==> src/rtl/reservation_station_if.sv <==
// Shared widths, control bundle type and the CDB broadcast interface
// used by the reservation station and its neighbours.
`ifndef REG_VAL_WIDTH
`define REG_VAL_WIDTH 32
`endif
`ifndef PHYSICAL_REG_NUM_WIDTH
`define PHYSICAL_REG_NUM_WIDTH 6
`endif
`ifndef INST_ADDR_WIDTH
`define INST_ADDR_WIDTH 32
`endif
`ifndef ROB_SIZE_WIDTH
`define ROB_SIZE_WIDTH 4
`endif

package rs_pkg;
    typedef enum logic {
        src_reg2 = 1'b0,
        src_imm  = 1'b1
    } alu_src_t;

    typedef enum logic [2:0] {
        add_op, sub_op, and_op, or_op,
        xor_op, sll_op, srl_op, slt_op
    } alu_op_t;

    typedef enum logic [1:0] {
        no_mem_op = 2'd0,
        load_op   = 2'd1,
        store_op  = 2'd2
    } mem_op_t;

    typedef struct packed {
        alu_src_t alu_src;
        alu_op_t  alu_op;
        logic     is_branch_op;
        mem_op_t  memory_op;
        logic     reg_wb;
    } control_t;

    localparam control_t CTRL_NOP = '{
        alu_src:      src_reg2,
        alu_op:       add_op,
        is_branch_op: 1'b0,
        memory_op:    no_mem_op,
        reg_wb:       1'b0
    };
endpackage

interface CDB_IF;
    logic                               valid;
    logic [`PHYSICAL_REG_NUM_WIDTH-1:0] register_addr;
    logic [`REG_VAL_WIDTH-1:0]          register_val;

    modport master (
        output valid,
        output register_addr,
        output register_val
    );

    modport slave (
        input valid,
        input register_addr,
        input register_val
    );
endinterface

==> src/rtl/reservation_station.sv <==
// Unified collapsing issue queue with a physical-register scoreboard,
// CDB wakeup and an oldest-ready-first registered issue port.
`ifndef REG_VAL_WIDTH
`define REG_VAL_WIDTH 32
`endif
`ifndef PHYSICAL_REG_NUM_WIDTH
`define PHYSICAL_REG_NUM_WIDTH 6
`endif
`ifndef INST_ADDR_WIDTH
`define INST_ADDR_WIDTH 32
`endif
`ifndef ROB_SIZE_WIDTH
`define ROB_SIZE_WIDTH 4
`endif

module reservation_station
    import rs_pkg::*;
#(
    parameter int RS_DEPTH = 4,
    parameter int GENERATED_IMMEDIATE_WIDTH = `REG_VAL_WIDTH,
    parameter int PHY_REG_NUM = 2**`PHYSICAL_REG_NUM_WIDTH
) (
    input  logic clk,
    input  logic reset,
    input  logic valid_inst_in,
    input  logic [`REG_VAL_WIDTH-1:0] src_val1_in,
    input  logic [`REG_VAL_WIDTH-1:0] src_val2_in,
    input  logic [`PHYSICAL_REG_NUM_WIDTH-1:0] src_phy_reg1_in,
    input  logic [`PHYSICAL_REG_NUM_WIDTH-1:0] src_phy_reg2_in,
    input  logic [`PHYSICAL_REG_NUM_WIDTH-1:0] dst_phy_reg_in,
    input  control_t control_in,
    input  logic [`INST_ADDR_WIDTH-1:0] pc_in,
    input  logic [GENERATED_IMMEDIATE_WIDTH-1:0] generated_immediate_in,
    input  logic [`ROB_SIZE_WIDTH-1:0] inst_tag_in,
    input  logic flush,
    CDB_IF.slave CDB_if,
    input  logic exec_ready,
    output logic stall_out,
    output logic issue_valid,
    output logic [`REG_VAL_WIDTH-1:0] issue_src_val1,
    output logic [`REG_VAL_WIDTH-1:0] issue_src_val2,
    output logic [`PHYSICAL_REG_NUM_WIDTH-1:0] issue_dst_phy_reg,
    output control_t issue_control,
    output logic [`INST_ADDR_WIDTH-1:0] issue_pc,
    output logic [GENERATED_IMMEDIATE_WIDTH-1:0] issue_immediate,
    output logic [`ROB_SIZE_WIDTH-1:0] issue_inst_tag,
    output logic [$clog2(RS_DEPTH+1)-1:0] occupancy,
    output logic overflow_err
);

    localparam int OCC_W = $clog2(RS_DEPTH+1);
    localparam int IDX_W = $clog2(RS_DEPTH);

    typedef logic [`PHYSICAL_REG_NUM_WIDTH-1:0] tag_t;
    typedef logic [`REG_VAL_WIDTH-1:0] val_t;

    typedef struct packed {
        val_t     val1;
        val_t     val2;
        tag_t     dst;
        control_t ctrl;
        logic [`INST_ADDR_WIDTH-1:0] pc;
        logic [GENERATED_IMMEDIATE_WIDTH-1:0] imm;
        logic [`ROB_SIZE_WIDTH-1:0] itag;
    } issue_t;

    typedef struct packed {
        logic   valid;
        logic   rdy1;
        logic   rdy2;
        tag_t   tag1;
        tag_t   tag2;
        issue_t p;
    } entry_t;

    entry_t ent_q [RS_DEPTH];
    entry_t ent_d [RS_DEPTH];
    entry_t woken [RS_DEPTH];
    entry_t new_ent;

    logic [PHY_REG_NUM-1:0] sb_q, sb_d;
    logic [OCC_W-1:0] occ_q, occ_d, occ_after;
    logic ovf_q, ovf_d;
    logic iss_valid_q, iss_valid_d;
    issue_t iss_q, iss_d;

    logic sel_found, load, remove, enq_ok;
    logic hit1, hit2;
    logic [IDX_W-1:0] sel_idx;

    // Oldest (lowest index) entry with both operands ready
    always_comb begin
        sel_found = 1'b0;
        sel_idx = '0;
        for (int i = RS_DEPTH-1; i >= 0; i--) begin
            if (ent_q[i].valid && ent_q[i].rdy1 && ent_q[i].rdy2) begin
                sel_found = 1'b1;
                sel_idx = IDX_W'(i);
            end
        end
    end

    assign load = ~iss_valid_q | exec_ready;
    assign remove = load & sel_found;
    assign occ_after = occ_q - OCC_W'(remove);
    assign enq_ok = valid_inst_in && (occ_after < OCC_W'(RS_DEPTH));

    // CDB wakeup of pending operands in held entries
    always_comb begin
        for (int i = 0; i < RS_DEPTH; i++) begin
            woken[i] = ent_q[i];
            if (CDB_if.valid && ent_q[i].valid) begin
                if (!ent_q[i].rdy1 && ent_q[i].tag1 == CDB_if.register_addr) begin
                    woken[i].rdy1 = 1'b1;
                    woken[i].p.val1 = CDB_if.register_val;
                end
                if (!ent_q[i].rdy2 && ent_q[i].tag2 == CDB_if.register_addr) begin
                    woken[i].rdy2 = 1'b1;
                    woken[i].p.val2 = CDB_if.register_val;
                end
            end
        end
    end

    // Incoming entry: scoreboard, same-cycle CDB bypass, unused src2
    always_comb begin
        hit1 = CDB_if.valid && (CDB_if.register_addr == src_phy_reg1_in);
        hit2 = CDB_if.valid && (CDB_if.register_addr == src_phy_reg2_in);
        new_ent.valid = 1'b1;
        new_ent.tag1 = src_phy_reg1_in;
        new_ent.tag2 = src_phy_reg2_in;
        new_ent.rdy1 = sb_q[src_phy_reg1_in] | hit1;
        new_ent.rdy2 = sb_q[src_phy_reg2_in] | hit2
                     | (control_in.alu_src != src_reg2);
        new_ent.p.val1 = hit1 ? CDB_if.register_val : src_val1_in;
        new_ent.p.val2 = hit2 ? CDB_if.register_val : src_val2_in;
        new_ent.p.dst = dst_phy_reg_in;
        new_ent.p.ctrl = control_in;
        new_ent.p.pc = pc_in;
        new_ent.p.imm = generated_immediate_in;
        new_ent.p.itag = inst_tag_in;
    end

    // Collapse over the removed slot, then append at the tail
    always_comb begin
        for (int i = 0; i < RS_DEPTH-1; i++) begin
            if (remove && i >= int'(sel_idx))
                ent_d[i] = woken[i+1];
            else
                ent_d[i] = woken[i];
        end
        ent_d[RS_DEPTH-1] = remove ? '0 : woken[RS_DEPTH-1];
        if (enq_ok) begin
            for (int i = 0; i < RS_DEPTH; i++) begin
                if (occ_after == OCC_W'(i))
                    ent_d[i] = new_ent;
            end
        end
        occ_d = occ_after + OCC_W'(enq_ok);
        ovf_d = ovf_q | (valid_inst_in & ~enq_ok);
    end

    // Scoreboard: CDB sets, accepted writer clears (clear wins)
    always_comb begin
        sb_d = sb_q;
        if (CDB_if.valid)
            sb_d[CDB_if.register_addr] = 1'b1;
        if (enq_ok && control_in.reg_wb && dst_phy_reg_in != '0)
            sb_d[dst_phy_reg_in] = 1'b0;
        sb_d[0] = 1'b1;
    end

    // Issue register next state; holds while stalled downstream
    always_comb begin
        iss_valid_d = iss_valid_q;
        iss_d = iss_q;
        if (load) begin
            iss_valid_d = sel_found;
            if (sel_found)
                iss_d = ent_q[sel_idx].p;
        end
    end

    // State update with reset, then flush, taking priority
    always_ff @(posedge clk) begin
        if (!reset) begin
            for (int i = 0; i < RS_DEPTH; i++)
                ent_q[i] <= '0;
            occ_q <= '0;
            sb_q <= '1;
            ovf_q <= 1'b0;
            iss_valid_q <= 1'b0;
            iss_q <= '0;
            iss_q.ctrl <= CTRL_NOP;
        end else if (flush) begin
            for (int i = 0; i < RS_DEPTH; i++)
                ent_q[i] <= '0;
            occ_q <= '0;
            sb_q <= '1;
            iss_valid_q <= 1'b0;
            iss_q <= '0;
            iss_q.ctrl <= CTRL_NOP;
        end else begin
            for (int i = 0; i < RS_DEPTH; i++)
                ent_q[i] <= ent_d[i];
            occ_q <= occ_d;
            sb_q <= sb_d;
            ovf_q <= ovf_d;
            iss_valid_q <= iss_valid_d;
            iss_q <= iss_d;
        end
    end

    assign stall_out = occ_q >= OCC_W'(RS_DEPTH-1);
    assign occupancy = occ_q;
    assign overflow_err = ovf_q;
    assign issue_valid = iss_valid_q;
    assign issue_src_val1 = iss_q.val1;
    assign issue_src_val2 = iss_q.val2;
    assign issue_dst_phy_reg = iss_q.dst;
    assign issue_control = iss_q.ctrl;
    assign issue_pc = iss_q.pc;
    assign issue_immediate = iss_q.imm;
    assign issue_inst_tag = iss_q.itag;

endmodule

==> src/flat_wrapper.sv <==
// flat-port wrapper written by rule: the top's interface ports become plain ports
module reservation_station_flat import rs_pkg::*;
#(
    parameter int RS_DEPTH = 4,
    parameter int GENERATED_IMMEDIATE_WIDTH = `REG_VAL_WIDTH,
    parameter int PHY_REG_NUM = 2**`PHYSICAL_REG_NUM_WIDTH
)
  (clk, reset, valid_inst_in, src_val1_in, src_val2_in, src_phy_reg1_in, src_phy_reg2_in, dst_phy_reg_in, control_in, pc_in, generated_immediate_in, inst_tag_in, flush, exec_ready, stall_out, issue_valid, issue_src_val1, issue_src_val2, issue_dst_phy_reg, issue_control, issue_pc, issue_immediate, issue_inst_tag, occupancy, overflow_err, CDB_if_valid, CDB_if_register_addr, CDB_if_register_val);
  CDB_IF CDB_if_i ();
  input  logic clk;
  input  logic reset;
  input  logic valid_inst_in;
  input  logic [`REG_VAL_WIDTH-1:0] src_val1_in;
  input  logic [`REG_VAL_WIDTH-1:0] src_val2_in;
  input  logic [`PHYSICAL_REG_NUM_WIDTH-1:0] src_phy_reg1_in;
  input  logic [`PHYSICAL_REG_NUM_WIDTH-1:0] src_phy_reg2_in;
  input  logic [`PHYSICAL_REG_NUM_WIDTH-1:0] dst_phy_reg_in;
  input  control_t control_in;
  input  logic [`INST_ADDR_WIDTH-1:0] pc_in;
  input  logic [GENERATED_IMMEDIATE_WIDTH-1:0] generated_immediate_in;
  input  logic [`ROB_SIZE_WIDTH-1:0] inst_tag_in;
  input  logic flush;
  input  logic exec_ready;
  output logic stall_out;
  output logic issue_valid;
  output logic [`REG_VAL_WIDTH-1:0] issue_src_val1;
  output logic [`REG_VAL_WIDTH-1:0] issue_src_val2;
  output logic [`PHYSICAL_REG_NUM_WIDTH-1:0] issue_dst_phy_reg;
  output control_t issue_control;
  output logic [`INST_ADDR_WIDTH-1:0] issue_pc;
  output logic [GENERATED_IMMEDIATE_WIDTH-1:0] issue_immediate;
  output logic [`ROB_SIZE_WIDTH-1:0] issue_inst_tag;
  output logic [$clog2(RS_DEPTH+1)-1:0] occupancy;
  output logic overflow_err;
  input wire logic [$bits(CDB_if_i.valid)-1:0] CDB_if_valid;
  input wire logic [$bits(CDB_if_i.register_addr)-1:0] CDB_if_register_addr;
  input wire logic [$bits(CDB_if_i.register_val)-1:0] CDB_if_register_val;
  assign CDB_if_i.valid = CDB_if_valid;
  assign CDB_if_i.register_addr = CDB_if_register_addr;
  assign CDB_if_i.register_val = CDB_if_register_val;
  reservation_station #(.RS_DEPTH(RS_DEPTH), .GENERATED_IMMEDIATE_WIDTH(GENERATED_IMMEDIATE_WIDTH), .PHY_REG_NUM(PHY_REG_NUM)) u_core (.clk(clk), .reset(reset), .valid_inst_in(valid_inst_in), .src_val1_in(src_val1_in), .src_val2_in(src_val2_in), .src_phy_reg1_in(src_phy_reg1_in), .src_phy_reg2_in(src_phy_reg2_in), .dst_phy_reg_in(dst_phy_reg_in), .control_in(control_in), .pc_in(pc_in), .generated_immediate_in(generated_immediate_in), .inst_tag_in(inst_tag_in), .flush(flush), .CDB_if(CDB_if_i), .exec_ready(exec_ready), .stall_out(stall_out), .issue_valid(issue_valid), .issue_src_val1(issue_src_val1), .issue_src_val2(issue_src_val2), .issue_dst_phy_reg(issue_dst_phy_reg), .issue_control(issue_control), .issue_pc(issue_pc), .issue_immediate(issue_immediate), .issue_inst_tag(issue_inst_tag), .occupancy(occupancy), .overflow_err(overflow_err));
endmodule
==> config.mk <==
export PLATFORM = sky130hd
export DESIGN_NAME = reservation_station_flat
export DESIGN_NICKNAME = d
export VERILOG_FILES = /design/src/rtl/reservation_station_if.sv /design/src/rtl/reservation_station.sv /design/src/flat_wrapper.sv
export SDC_FILE = /design/constraint.sdc
export NUM_CORES = 2
export LEC_CHECK = 0
export CORE_MARGIN = 4
export CORE_UTILIZATION = 30
export CTS_BUF_LIST = sky130_fd_sc_hd__clkbuf_8
export DETAILED_ROUTE_END_ITERATION = 8
export PLACE_DENSITY = 0.5
export SLEW_MARGIN = 0
export SYNTH_ARGS = -nofsm -noshare
export SYNTH_HDL_FRONTEND = slang
export SYNTH_SLANG_ARGS = --single-unit
==> constraint.sdc <==
create_clock -name clk -period 4.5 [get_ports clk]
set_clock_uncertainty 0.05 [all_clocks]
set_input_delay 0.675 -clock clk [delete_from_list [all_inputs] [get_ports clk]]
set_output_delay 0.675 -clock clk [all_outputs]
set_load 0.01 [all_outputs]
==> results_dict.tcl <==
set metrics [dict create \
    outcome "finished, final reports clean" \
    drv_slew 0 \
    netSwitchingFraction 0.307 \
    power.internal_mw 13.7 \
    htreeDepth 4 \
    grt_pass1_vias 45900 \
    cts_made_buffers 170 \
    crit_chain "nand3_1 -> buf_4 -> nand2_1 -> o21ai_4 -> inv_1 -> ha_1 -> ha_1 -> xnor2_2 -> nand3_1 -> o21ba_2 -> a21oi_1 -> a21oi_1 -> a221o_1" \
    wl_per_cell_um 24.7 \
    synth_ff_type "edfxtp_1" \
    grt_first_pass_wirelength_um 307000 \
    power.density_nw_per_um2 332 \
    clock-sinks 858 \
    largest_register "u_core.ent_q" \
    gr-usage-met1 0.319 \
    cts_setup_buffers 0 \
    place_inst 8151 \
    busiest_layer "met2" \
    ant_nets 0 \
    core_area_um2 161000 \
    cts_buffer_depth 3 \
    ys_types 78 \
    setup_tns_ns 0 \
    grt.met3_usage 0.0479 \
    synth-warning-count 0 \
    cts_tree "built" \
    reg_top3 "u_core.ent_q x644, u_core.sb_q x63" \
    via_per_inst 5.64 \
    largest_register_ffs 644 \
    use_met2 0.387 \
    placed_cell_area_um2 56200 \
    clock-root-buffer "clkbuf_8" \
    start_util 0.302 \
    syn_to_final_growth_pct 22.7 \
    final_area_um2 59400 \
    hpwl_um 118000 \
    max_stage_delay_ns 1.06 \
    drive_gt1_frac 0.0704 \
    start_kind "flop" \
    path_class "flop to flop" \
    fp.dieArea_um2 168000 \
    clk_pin_slew_ns 0.06 \
    ys_seq_area_frac 0.454 \
    gp_congestion 0.818 \
    netlist_area_um2 48400 \
    peakVddDrop_v 0.000223 \
    antenna_found_initial 18 \
    p_comb_frac 0.142 \
    async_reset_ff_frac 0 \
    pin_count 354 \
    hold_path_class "primary input to flop" \
    cpLargestDelayFamily "compound AO/OA/AOI/OAI gates" \
    clk_latency_ns 0.93 \
    rsz0062_at_grt "false" \
    ff2ff_setup_slack_ns 0.33 \
    syn-instance-count 5588 \
    cp.buffers_inverters 2 \
    die_h_um 410 \
    fin_cells 8481 \
    synth_top_cell_by_area "edfxtp_1" \
    grt_use_total 0.240 \
    clockPowerShare 0.400 \
    finalHoldViolations 0 \
    first_pass_iters 7 \
    vias 47900 \
    slew_headroom 0.209 \
    critPathRequiredTime_ns 5.23 \
    netSwitchingPower_mw 6.06 \
    synth.top_cell.area_share 0.299 \
    timing.hold.ws_ns 0.407 \
    fin_util 0.370 \
    synth.avg_cell_area_um2 8.67 \
    fin_crit_ns 4.17 \
    drt_wl_total_um 209000 \
    numPortBuffers 353 \
    ys_ff_latch 858 \
    die_w_um 410 \
    grt_max_degree 157 \
    globalRouteOverflowTotal 0 \
    holdBufCountCts 0 \
    max_freq_mhz 240 \
    worst_pin_slew_ns 1.19 \
    leakagePower_nw 20.9 \
    drc 0 \
    cp_slowest_cell "o21ba_2" \
    setup_viol 0 \
    row_count 147 \
    power_frac_seq 0.458 \
    synth-edff-count 483 \
    cts_resized 0 \
    crit_fanout 32 \
    fin_crit_sh 0.927 \
    synthTopCellsByArea "edfxtp_1 (30%), dfxtp_1 (15%), nand2_1 (10%)" \
    cp-end-kind "flop" \
    drt_iter0_drc 5149 \
    cap_violations 0 \
    finish.net_count 6369 \
    arrival_ns 4.90 \
]
[final timing paths]
kind | cells after the start | endpoint | from
max | 13 | u_core.ent_q[0][94]$_SDFFCE_PN0P_ | u_core.ent_q[1][158]$_SDFFCE_PN0P_
min | 3 | u_core.ent_q[2][17]$_SDFFE_PP0P_ | generated_immediate_in[13]
max reg2reg | 13 | u_core.ent_q[0][94]$_SDFFCE_PN0P_ | u_core.ent_q[1][158]$_SDFFCE_PN0P_
min reg2reg | 1 | u_core.issue_src_val2[5]$_SDFFE_PN0P_ | u_core.issue_src_val2[5]$_SDFFE_PN0P_
[layout make-up]
type,count,area (um2)
fillers,16500,101000
multi-input cells,4628,26100
flip-flops and latches,858,22000
repair buffers,496,5350
well taps,2160,2700
clock buffers,193,2660
clock inverters,125,607
inverters,9,33.8
diodes,12,30.0
[cell usage in the layout, fill, tap and decap left out, types with 134 or more instances in the layout]
cell type,netlist,routed
nand2_1,1351,1346
nor2_1,578,566
edfxtp_1,483,483
conb_1,1,483
nand3_1,387,384
dfxtp_1,375,375
clkdlybuf4s50_1,0,353
a311oi_1,282,282
a21oi_1,278,276
clkbuf_8,0,193
mux2i_1,163,163
o21ai_0,153,153
a32o_1,134,134
[power by group through the flow]
stage               registers (mW)  logic, mW  clock network (mW)
finish                        9.02       2.80                7.89
floorplan                     9.07       1.63                   0
detailed placement            9.17       2.77                   0
global placement              9.16       2.74                   0
global route                  9.06       3.03                8.45
CTS                           9.01       2.77                8.10
[through the flow]
stage / total power [mW] / setup WS [ns]
5_1_grt: 20.5 / 0.138
3_5_place_dp: 11.9 / 0.104
4_1_cts: 19.9 / 0.402
6_report: 19.7 / 0.328
2_1_floorplan: 10.7 / 1.22
3_3_place_gp: 11.9 / 0.165
[layer usage]
| metal | wire length (um) | up-vias |
|---|---|---|
| met5 | 27 | - |
| met1 | 88200 | 23600 |
| met2 | 96800 | 2307 |
| li1 | - | 21500 |
| met3 | 17500 | 423 |
| met4 | 6600 | 4 |
[cells in the mapped netlist, types with 7 or more instances]
cell type and n:
a21oi_1 278, a221o_1 66, a221oi_1 80, a22oi_1 52
a2bb2oi_1 80, a311oi_1 282, a32o_1 134, and3_1 7
buf_1 36, buf_2 121, buf_4 14, buf_6 11
clkbuf_1 391, dfxtp_1 375, edfxtp_1 483, inv_1 9
mux2i_1 163, mux4_2 30, nand2_1 1351, nand2b_1 9
nand3_1 387, nand4_1 41, nor2_1 578, nor3_1 16
o2111ai_1 64, o211ai_1 17, o21ai_0 153, o21ai_1 33
o221ai_1 16, o22a_1 76, o22ai_1 49, o311a_1 32
xnor2_1 39, xor2_1 22
[worst min-delay path: stages]
cell             delay, ns
clkdlybuf4s50_1       0.47
nor2_1                0.12
a311oi_1              0.05
[cells by family after synthesis]
family | after synthesis | synth area share
AO/OA/AOI/OAI | 1447 | 0.228
other | 1 | 0.0000774
flip-flops | 858 | 0.454
buffers and inverters | 584 | 0.0512
XOR/XNOR | 62 | 0.0114
AND/OR/NAND/NOR | 2437 | 0.206
multiplexers | 195 | 0.0481
adder cells (fa/ha/maj) | 4 | 0.00103
(Power assumes the default switching activity.)
